## src/rtl/tia_beam_scheduler.sv

```systemverilog
// Beam-timing controller for the TIA video path: walks the 456x262 beam, paces LCD pixel
// writes with a post-write gap, stalls the CPU for WSYNC and restarts the frame on VSYNC.
module tia_beam_scheduler #(
    parameter int unsigned H_TOTAL   = 456,
    parameter int unsigned H_VISIBLE = 320,
    parameter int unsigned V_TOTAL   = 262,
    parameter int unsigned V_VISIBLE = 240,
    parameter int unsigned V_TOP     = 24,
    parameter int unsigned V_BOT     = 226,
    parameter int unsigned FREE_X    = 319,
    parameter int unsigned PIX_GAP   = 8
) (
    input  logic        clk_i,
    input  logic        rst_i,
    input  logic        wsync_req,
    input  logic        vsync_req,
    input  logic        lcd_busy,
    output logic [10:0] hpos,
    output logic [9:0]  vpos,
    output logic        pix_valid,
    output logic [10:0] pix_x,
    output logic [9:0]  pix_y,
    output logic        pix_blank,
    output logic        reset_cursor,
    output logic        stall_cpu,
    output logic [7:0]  frame_count
);

    localparam logic [10:0] H_LAST   = 11'(H_TOTAL - 1);
    localparam logic [10:0] H_VIS    = 11'(H_VISIBLE);
    localparam logic [10:0] H_FREE   = 11'(FREE_X);
    localparam logic [9:0]  V_LAST   = 10'(V_TOTAL - 1);
    localparam logic [9:0]  V_VIS    = 10'(V_VISIBLE);
    localparam logic [9:0]  V_TOPL   = 10'(V_TOP);
    localparam logic [9:0]  V_BOTL   = 10'(V_BOT);
    localparam logic [7:0]  GAP_LOAD = 8'(PIX_GAP - 1);

    typedef enum logic {RUN, GAP} state_e;

    state_e      state_q, state_d;
    logic [7:0]  gap_q, gap_d;
    logic [10:0] hpos_q, hpos_d;
    logic [9:0]  vpos_q, vpos_d;
    logic        pix_valid_q, pix_valid_d;
    logic [10:0] pix_x_q, pix_x_d;
    logic [9:0]  pix_y_q, pix_y_d;
    logic        pix_blank_q, pix_blank_d;
    logic        reset_cursor_q, reset_cursor_d;
    logic        stall_q, stall_d;
    logic [7:0]  frame_q, frame_d;
    logic        step;

    always_ff @(posedge clk_i or posedge rst_i) begin
        if (rst_i) begin
            state_q        <= RUN;
            gap_q          <= '0;
            hpos_q         <= '0;
            vpos_q         <= '0;
            pix_valid_q    <= 1'b0;
            pix_x_q        <= '0;
            pix_y_q        <= '0;
            pix_blank_q    <= 1'b0;
            reset_cursor_q <= 1'b0;
            stall_q        <= 1'b0;
            frame_q        <= '0;
        end else begin
            state_q        <= state_d;
            gap_q          <= gap_d;
            hpos_q         <= hpos_d;
            vpos_q         <= vpos_d;
            pix_valid_q    <= pix_valid_d;
            pix_x_q        <= pix_x_d;
            pix_y_q        <= pix_y_d;
            pix_blank_q    <= pix_blank_d;
            reset_cursor_q <= reset_cursor_d;
            stall_q        <= stall_d;
            frame_q        <= frame_d;
        end
    end

    always_comb begin
        state_d        = state_q;
        gap_d          = gap_q;
        hpos_d         = hpos_q;
        vpos_d         = vpos_q;
        pix_valid_d    = 1'b0;
        pix_x_d        = pix_x_q;
        pix_y_d        = pix_y_q;
        pix_blank_d    = pix_blank_q;
        reset_cursor_d = 1'b0;
        stall_d        = stall_q;
        frame_d        = frame_q;
        step           = 1'b0;

        // VSYNC overrides everything, including a coincident WSYNC
        if (vsync_req) begin
            hpos_d         = '0;
            vpos_d         = '0;
            reset_cursor_d = 1'b1;
            stall_d        = 1'b0;
            frame_d        = frame_q + 8'd1;
            state_d        = RUN;
            gap_d          = '0;
        end else begin
            case (state_q)
                RUN: begin
                    if (!lcd_busy) begin
                        step = 1'b1;
                        if (hpos_q < H_LAST) begin
                            hpos_d = hpos_q + 11'd1;
                        end else begin
                            hpos_d = '0;
                            vpos_d = (vpos_q == V_LAST) ? '0 : vpos_q + 10'd1;
                        end
                        if (hpos_q < H_VIS && vpos_q < V_VIS) begin
                            pix_valid_d = 1'b1;
                            pix_x_d     = hpos_q;
                            pix_y_d     = vpos_q;
                            pix_blank_d = (vpos_q < V_TOPL) || (vpos_q >= V_BOTL);
                            state_d     = GAP;
                            gap_d       = GAP_LOAD;
                        end
                    end
                end
                GAP: begin
                    if (gap_q == 8'd0) begin
                        state_d = RUN;
                    end else begin
                        gap_d = gap_q - 8'd1;
                    end
                end
                default: state_d = RUN;
            endcase

            // A new WSYNC beats a release landing on the same cycle
            if (wsync_req) begin
                stall_d = 1'b1;
            end else if (step && hpos_q == H_FREE) begin
                stall_d = 1'b0;
            end
        end
    end

    assign hpos         = hpos_q;
    assign vpos         = vpos_q;
    assign pix_valid    = pix_valid_q;
    assign pix_x        = pix_x_q;
    assign pix_y        = pix_y_q;
    assign pix_blank    = pix_blank_q;
    assign reset_cursor = reset_cursor_q;
    assign stall_cpu    = stall_q;
    assign frame_count  = frame_q;

endmodule

```

## config.mk

```make
export PLATFORM = sky130hd
export DESIGN_NAME = tia_beam_scheduler
export DESIGN_NICKNAME = d
export VERILOG_FILES = /design/src/rtl/tia_beam_scheduler.sv
export SDC_FILE = /design/constraint.sdc
export NUM_CORES = 1
export LEC_CHECK = 0
export ABC_AREA = 1
export BUFFER_PORTS_ARGS = -buffer_cell sky130_fd_sc_hd__buf_2
export CAP_MARGIN = 20
export CORE_MARGIN = 2
export CORE_UTILIZATION = 53
export CTS_CLUSTER_DIAMETER = 100
export DETAILED_ROUTE_END_ITERATION = 7
export PLACE_DENSITY = 0.81
export RECOVER_POWER = 25
export SLEW_MARGIN = 10
export SYNTH_ARGS = -nofsm -noshare
export SYNTH_HDL_FRONTEND = slang
export SYNTH_SLANG_ARGS = --single-unit
```

## constraint.sdc

```tcl
create_clock -name clk_i -period 1.7 [get_ports clk_i]
set_input_delay 0 -clock clk_i [delete_from_list [all_inputs] [get_ports clk_i]]
set_output_delay 0 -clock clk_i [all_outputs]
set_load 0.01 [all_outputs]
```

==> metrics.md, run 1 <==
| Metric | Value |
|---|---|
| Status | completed |
| Initial DRC count | 165 |
| # fillers | 506 |
| Startpoint type of the worst setup path | register |
| Row count | 28 |
| Vias in the first global route | 2694 |
| Detailed Route WL | 7.41 mm |
| Max-slew headroom | 50.0% |
| Flops & latches, synth | 63 |
| Top Ports | 59 |
| Synth warn | 0 |
| DR pass1 iterations | 4 |
| CP max stage cell | dfrtp_1 |
| Count of different cell masters after synthesis | 29 |
| RSZ-0062 raised after global routing | no |
| Syn_area_per_cell | 8.40 sq um |
| Post-synth top cells | nand2_1, dfrtp_1, nor2_1 |
| HPWL Detailed | 5.14 mm |
| Synthesized area | 0.00327 sq mm |
| Max-cap viol count | 0 |
| Ys flop type | dfrtp_1 |
| Drt drc | 0 |
| Wire length of the first global-routing pass | 12.3 mm |
| Routed len/inst | 13.6 microns |
| Max VDD drop | 802 uV |
| Clock Path Buffers | 2 |
| Switching pwr | 1270 uW |
| Clock power frac | 35.3% |
| Die ar. | 0.00681 sq mm |
| Fin Hold WS | 0.199 ns |
| Worst-margin pin slew | 0.749 ns |
| Ant diodes | 0 |
| Tcrit/Tclk final | 91.7% |
| Most instantiated library cell after synthesis | nand2_1 |
| Buffer type at the clock tree root | clkbuf_8 |
| Die height | 82.5 microns |
| Syn Nets | 400 |
| Sum of negative setup slack | 0 ns |
| H-tree levels | 3 |
| Hold Crit Class | input port to register |
| Crit end category | register |
| Number of antenna violations at the first check in global routing | 0 |
| CTS tree | done |
| Register area share after synthesis | 48.2% |
| Sequential share of power | 44.4% |
| Pleak | 0.00203 uW |
| Top post-synthesis cells by area | dfrtp_1, nand2_1, nor2_1 |
| Gate power share | 20.3% |
| Cell Int Power | 2910 uW |
| Peak Freq | 642 MHz |
| EDFF count, synth | 0 |
| Worst Path Max Fanout | 15 |
| Crit Path Class | register to register |
| Min Tclk post-route | 1.56 ns |
| Post-synthesis cell count | 389 |
| Req. time, crit path | 1.93 ns |
| Core area | 0.00596 sq mm |
| Clk_lat worst skew | 0.34 ns |
| Sw Share | 30.5% |
| WP data arrival | 1.79 ns |
| Final net count | 474 |
| DRT antenna net count | 0 |
| Yosys top cell area share | 48.2% |
| Worst path cell trace | nor2_4 -> buf_4 -> nor2_4 -> inv_2 -> nand2_4 -> inv_2 -> nand2_1 -> nand2_1 |
| Final Hold Vio Count | 0 |
| CTS buffer count | 9 |
| Largest net degree at the start of global routing | 47 |
| Area growth, synth to finish | 20.0% |
| Final setup vio count | 0 |
| Clock transition at the registers of the reported paths | 0.07 ns |
| CP peak stage delay | 0.46 ns |
| Via density | 5.15 |
| GP Congestion | 0.890 |
| Remaining global-route overflow | 0 |
| Via count | 2796 |
| Clock Sinks | 63 |
| Die width | 82.5 microns |
| Yosys top cell by area | dfrtp_1 |
| Total track usage | 24.0% |
| Starting Density | 54.9% |
| Worst Skew | 0.00656 ns |
| Ys async rst share | 100% |
| Power per cell area | 1070 mW/mm^2 |
| # port buffers | 58 |
| Final Max Slew Viols | 0 |
| Layout cells sized above 1 | 24.1% |
[placed cells by master, fill, tap and decap left out, drive strengths merged]
cell type	count
xnor2	2
nor3	5
buf	44
nand3	31
xor2	13
nor2	49
clkbuf	37
o21ai	26
a21oi	2
bufinv	2
nand2	129
dlygate4sd3	3
dfrtp	63
clkinv	1
nand3b	1
inv	43
nand4	10
nor3b	1
ha	6
[cell type report]
| type | count | area (sq um) | area share, % |
|---|---|---|---|
| clock buffers | 13 | 159 | 4.05 |
| multi-input cells | 275 | 1470 | 37.3 |
| clock inverters | 3 | 65.1 | 1.66 |
| repair buffers | 71 | 403 | 10.3 |
| well taps | 75 | 93.8 | 2.39 |
| flip-flops and latches | 63 | 1580 | 40.2 |
| inverters | 43 | 161 | 4.11 |
[state kept, by name, indices dropped and copies added, names as in the netlist, 8 cells and up]
register / flops
vpos: 10
hpos: 11
pix_x: 11
pix_y: 10
frame_count: 8
gap_q: 8
[path summary, 6_finish.rpt]
path,slack [ns],startpoint,end,cells past startpoint
setup / recovery,0.14,state_q$_DFF_PP0_,vpos[0]$_DFFE_PP0P_,8
hold / removal,0.20,lcd_busy,hpos[1]$_DFFE_PP0P_,6
setup reg to reg,0.14,state_q$_DFF_PP0_,vpos[0]$_DFFE_PP0P_,8
hold reg to reg,0.48,pix_y[9]$_DFFE_PP0P_,pix_y[9]$_DFFE_PP0P_,2
max in group asynchronous,0.67,rst_i,pix_x[8]$_DFFE_PP0P_,4
min in group asynchronous,0.33,rst_i,frame_count[6]$_DFFE_PP0P_,3
[worst max-delay path: cells and delay by family, from the launching register on]
family	cells	cell delay, ns
AND/OR/NAND/NOR	5	0.58
buffers and inverters	3	0.41
flip-flops	1	0.46
[kinds of logic after synthesis]
group	synth area share, %
compound gates	5.78
buf+inv	6.97
flops	48.2
xor+xnor	4.02
fa+ha+maj	2.30
simple gates	32.7
[metrics by stage]
step | util, % | worst slack [ns] | instances | instance area [sq um] | power [uW]
after floorplan | - | 0.130 | 389 | 3270 | 2430
after global placement | 62.1 | 0.188 | 524 | 3700 | 2700
after detailed placement | 62.1 | 0.173 | 524 | 3700 | 2730
after CTS | 66.4 | 0.155 | 543 | 3950 | 4210
after global routing | 65.9 | 0.0230 | 543 | 3920 | 4410
final | 65.9 | 0.142 | 543 | 3920 | 4180
[power groups by stage]
| stage | Sequential (uW) | Combinational (uW) | Clock (uW) |
|---|---|---|---|
| global placement | 1870 | 827 | 0 |
| detailed placement | 1880 | 848 | 0 |
| floorplan | 1910 | 519 | 0 |
| global route | 1880 | 958 | 1560 |
| finish | 1860 | 849 | 1480 |
| CTS | 1850 | 865 | 1500 |
[timing repair]
item                      in CTS  in global routing
hold endpoints to repair      19                  0
buffers inserted               0                  0
gates resized for setup        0                  0
hold buffers                   3                  0
[metal layers]
metal,up-vias,part of all wire (%),GRT usage [%]
li1,1376,-,-
met4,0,1.5,9.84
met3,9,5.5,5.22
met2,76,47,37.5
met5,-,0,0
met1,1335,46,32.5
(Power assumes the default switching activity.)
==> run 2: changes to the inputs <==
- REMOVE_ABC_BUFFERS: default -> 1
==> run 2 against run 1 <==
Compared with the run above: clock skew increased by 0.0010 ns; utilization about the same; combinational power increased by 2%; critical path type unchanged; highest routed layer unchanged.
==> metrics.md, run 2 (synthesis results as in run 1) <==
| Metric | Value |
|---|---|
| CP max stage cell | dfrtp_1 |
| Peak Freq | 657 MHz |
| CTS tree | done |
| Final net count | 471 |
| Final Hold Vio Count | 0 |
| Routed len/inst | 13.5 microns |
| Design area | 0.00393 sq mm |
| Pre-CTS WS | 0.180 ns |
| WP data arrival | 1.76 ns |
| Reg2reg start | state_q$_DFF_PP0_ |
| Non-filler cells, final | 540 |
| Remaining global-route overflow | 0 |
| Most common cell after layout, fill and taps aside | nand2_1 |
| Drt drc | 0 |
| Final setup vio count | 0 |
| Cells on worst reg2reg path | 7 |
| Worst hold path depth | 5 |
| Min-Delay Endpoint | stall_cpu$_DFFE_PP0P_ |
| Startpoint type of the worst setup path | register |
| H-tree levels | 3 |
| Detailed Route WL | 7.29 mm |
| Number of buffers and inverters on the critical path | 2 |
| Fin Hold WS | 0.119 ns |
| Clk_lat worst skew | 0.35 ns |
| Status | completed |
| Min Tclk post-route | 1.52 ns |
| CTS buffer count | 9 |
| Sum of negative setup slack | 0 ns |
| HPWL Detailed | 4.90 mm |
| Tcrit/Tclk final | 89.6% |
| Via count | 2825 |
| Worst Path Max Fanout | 22 |
| CP peak stage delay | 0.46 ns |
| Layout cells sized above 1 | 29.5% |
| Clock transition at the registers of the reported paths | 0.07 ns |
| Power per cell area | 1060 mW/mm^2 |
| GP Congestion | 0.921 |
| Vias in the first global route | 2678 |
| Max-slew headroom | 43.3% |
| Worst Skew | 0.00757 ns |
| RSZ-0062 raised after global routing | no |
| Placed cell areas | 0.00368 sq mm |
| R2r setup slk | 0.18 ns |
| Clock Sinks | 63 |
| DR pass1 iterations | 5 |
| Crit Path Class | register to register |
| Via density | 5.23 |
| Worst path cell trace | nor2_4 -> inv_2 -> nor2_8 -> nand4_4 -> buf_12 -> nand2_1 -> o21ai_2 |
| Worst setup margin | 0.178 ns |
| Max VDD drop | 665 uV |
| Top Ports | 59 |
| Hold Crit Class | input port to register |
| Buffer type at the clock tree root | clkbuf_8 |
| Max-cap viol count | 0 |
| Starting Density | 54.9% |
| Initial DRC count | 232 |
| Largest net degree at the start of global routing | 64 |
| Pleak | 0.00211 uW |
| Row count | 28 |
| Core area | 0.00596 sq mm |
| Commonest cells after routing, fill and taps aside | nand2_1, dfrtp_1, buf_2 |
| Wire length of the first global-routing pass | 12.0 mm |
| Die height | 82.5 microns |
| Area growth, synth to finish | 20.1% |
| DRT antenna net count | 0 |
| Clock Path Buffers | 2 |
| Number of antenna violations at the first check in global routing | 0 |
| Worst min-delay path startpoint | lcd_busy |
| Req. time, crit path | 1.94 ns |
| Ant diodes | 0 |
| Final Max Slew Viols | 0 |
| # port buffers | 58 |
| Placed cell count | 521 |
| Worst-margin pin slew | 0.851 ns |
| Die ar. | 0.00681 sq mm |
| Total track usage | 23.6% |
| Crit end category | register |
| Die width | 82.5 microns |
| CP delay by family, top | simple AND/OR/NAND/NOR gates |
| FF-to-FF End | pix_y[7]$_DFFE_PP0P_ |
## run 2: routing by layer
metal / share of wire (%) / GRT usage (%) / vias to the layer above
li1: - / - / 1365
met1: 43 / 29.5 / 1329
met2: 47 / 37.4 / 114
met3: 6.6 / 5.54 / 17
met4: 2.7 / 13.1 / 0
met5: 0 / 0 / -
## run 2: report_power, final
part	switching, uW	internal (uW)
registers	188	1660
clock network	583	875
logic	518	344
## run 2: through the flow
step	util [%]	power [uW]
floorplan	-	2410
global placement	61.7	2690
detailed placement	61.7	2720
CTS	66.1	4200
global route	65.9	4400
finish	65.9	4170
## run 2: how the worst max path moves through the flow
stage,startpoint,end,depth (start not counted)
after floorplan,vpos[8]$_DFFE_PP0P_,pix_y[2]$_DFFE_PP0P_,7
after global placement,gap_q[0]$_DFFE_PP0P_,gap_q[6]$_DFFE_PP0P_,9
after detailed placement,gap_q[0]$_DFFE_PP0P_,gap_q[7]$_DFFE_PP0P_,9
after CTS,gap_q[0]$_DFFE_PP0P_,gap_q[6]$_DFFE_PP0P_,9
after global routing,gap_q[0]$_DFFE_PP0P_,gap_q[7]$_DFFE_PP0P_,9
final,state_q$_DFF_PP0_,pix_y[7]$_DFFE_PP0P_,7
## run 2: area by class of cell
type                    instances  area (sq um)
flip-flops and latches         63          1580
multi-input cells             275          1470
well taps                      75          93.8
fillers                       486          2030
clock buffers                  14           193
inverters                      43           161
repair buffers                 68           398
clock inverters                 2          35.0
## run 2: repair_timing
item / CTS / global route
buffers inserted: 0 / 0
hold buffers: 3 / 0
endpoints found under the setup margin: 0 / 4
endpoints found under the hold margin: 66 / 0
gates resized for setup: 0 / 1
## run 2: worst min-delay path, cell delays in order
cell and delay [ns]:
buf_2 0.12, nor2_4 0.05, nand4_1 0.10, nand3_1 0.09, nand2_1 0.07
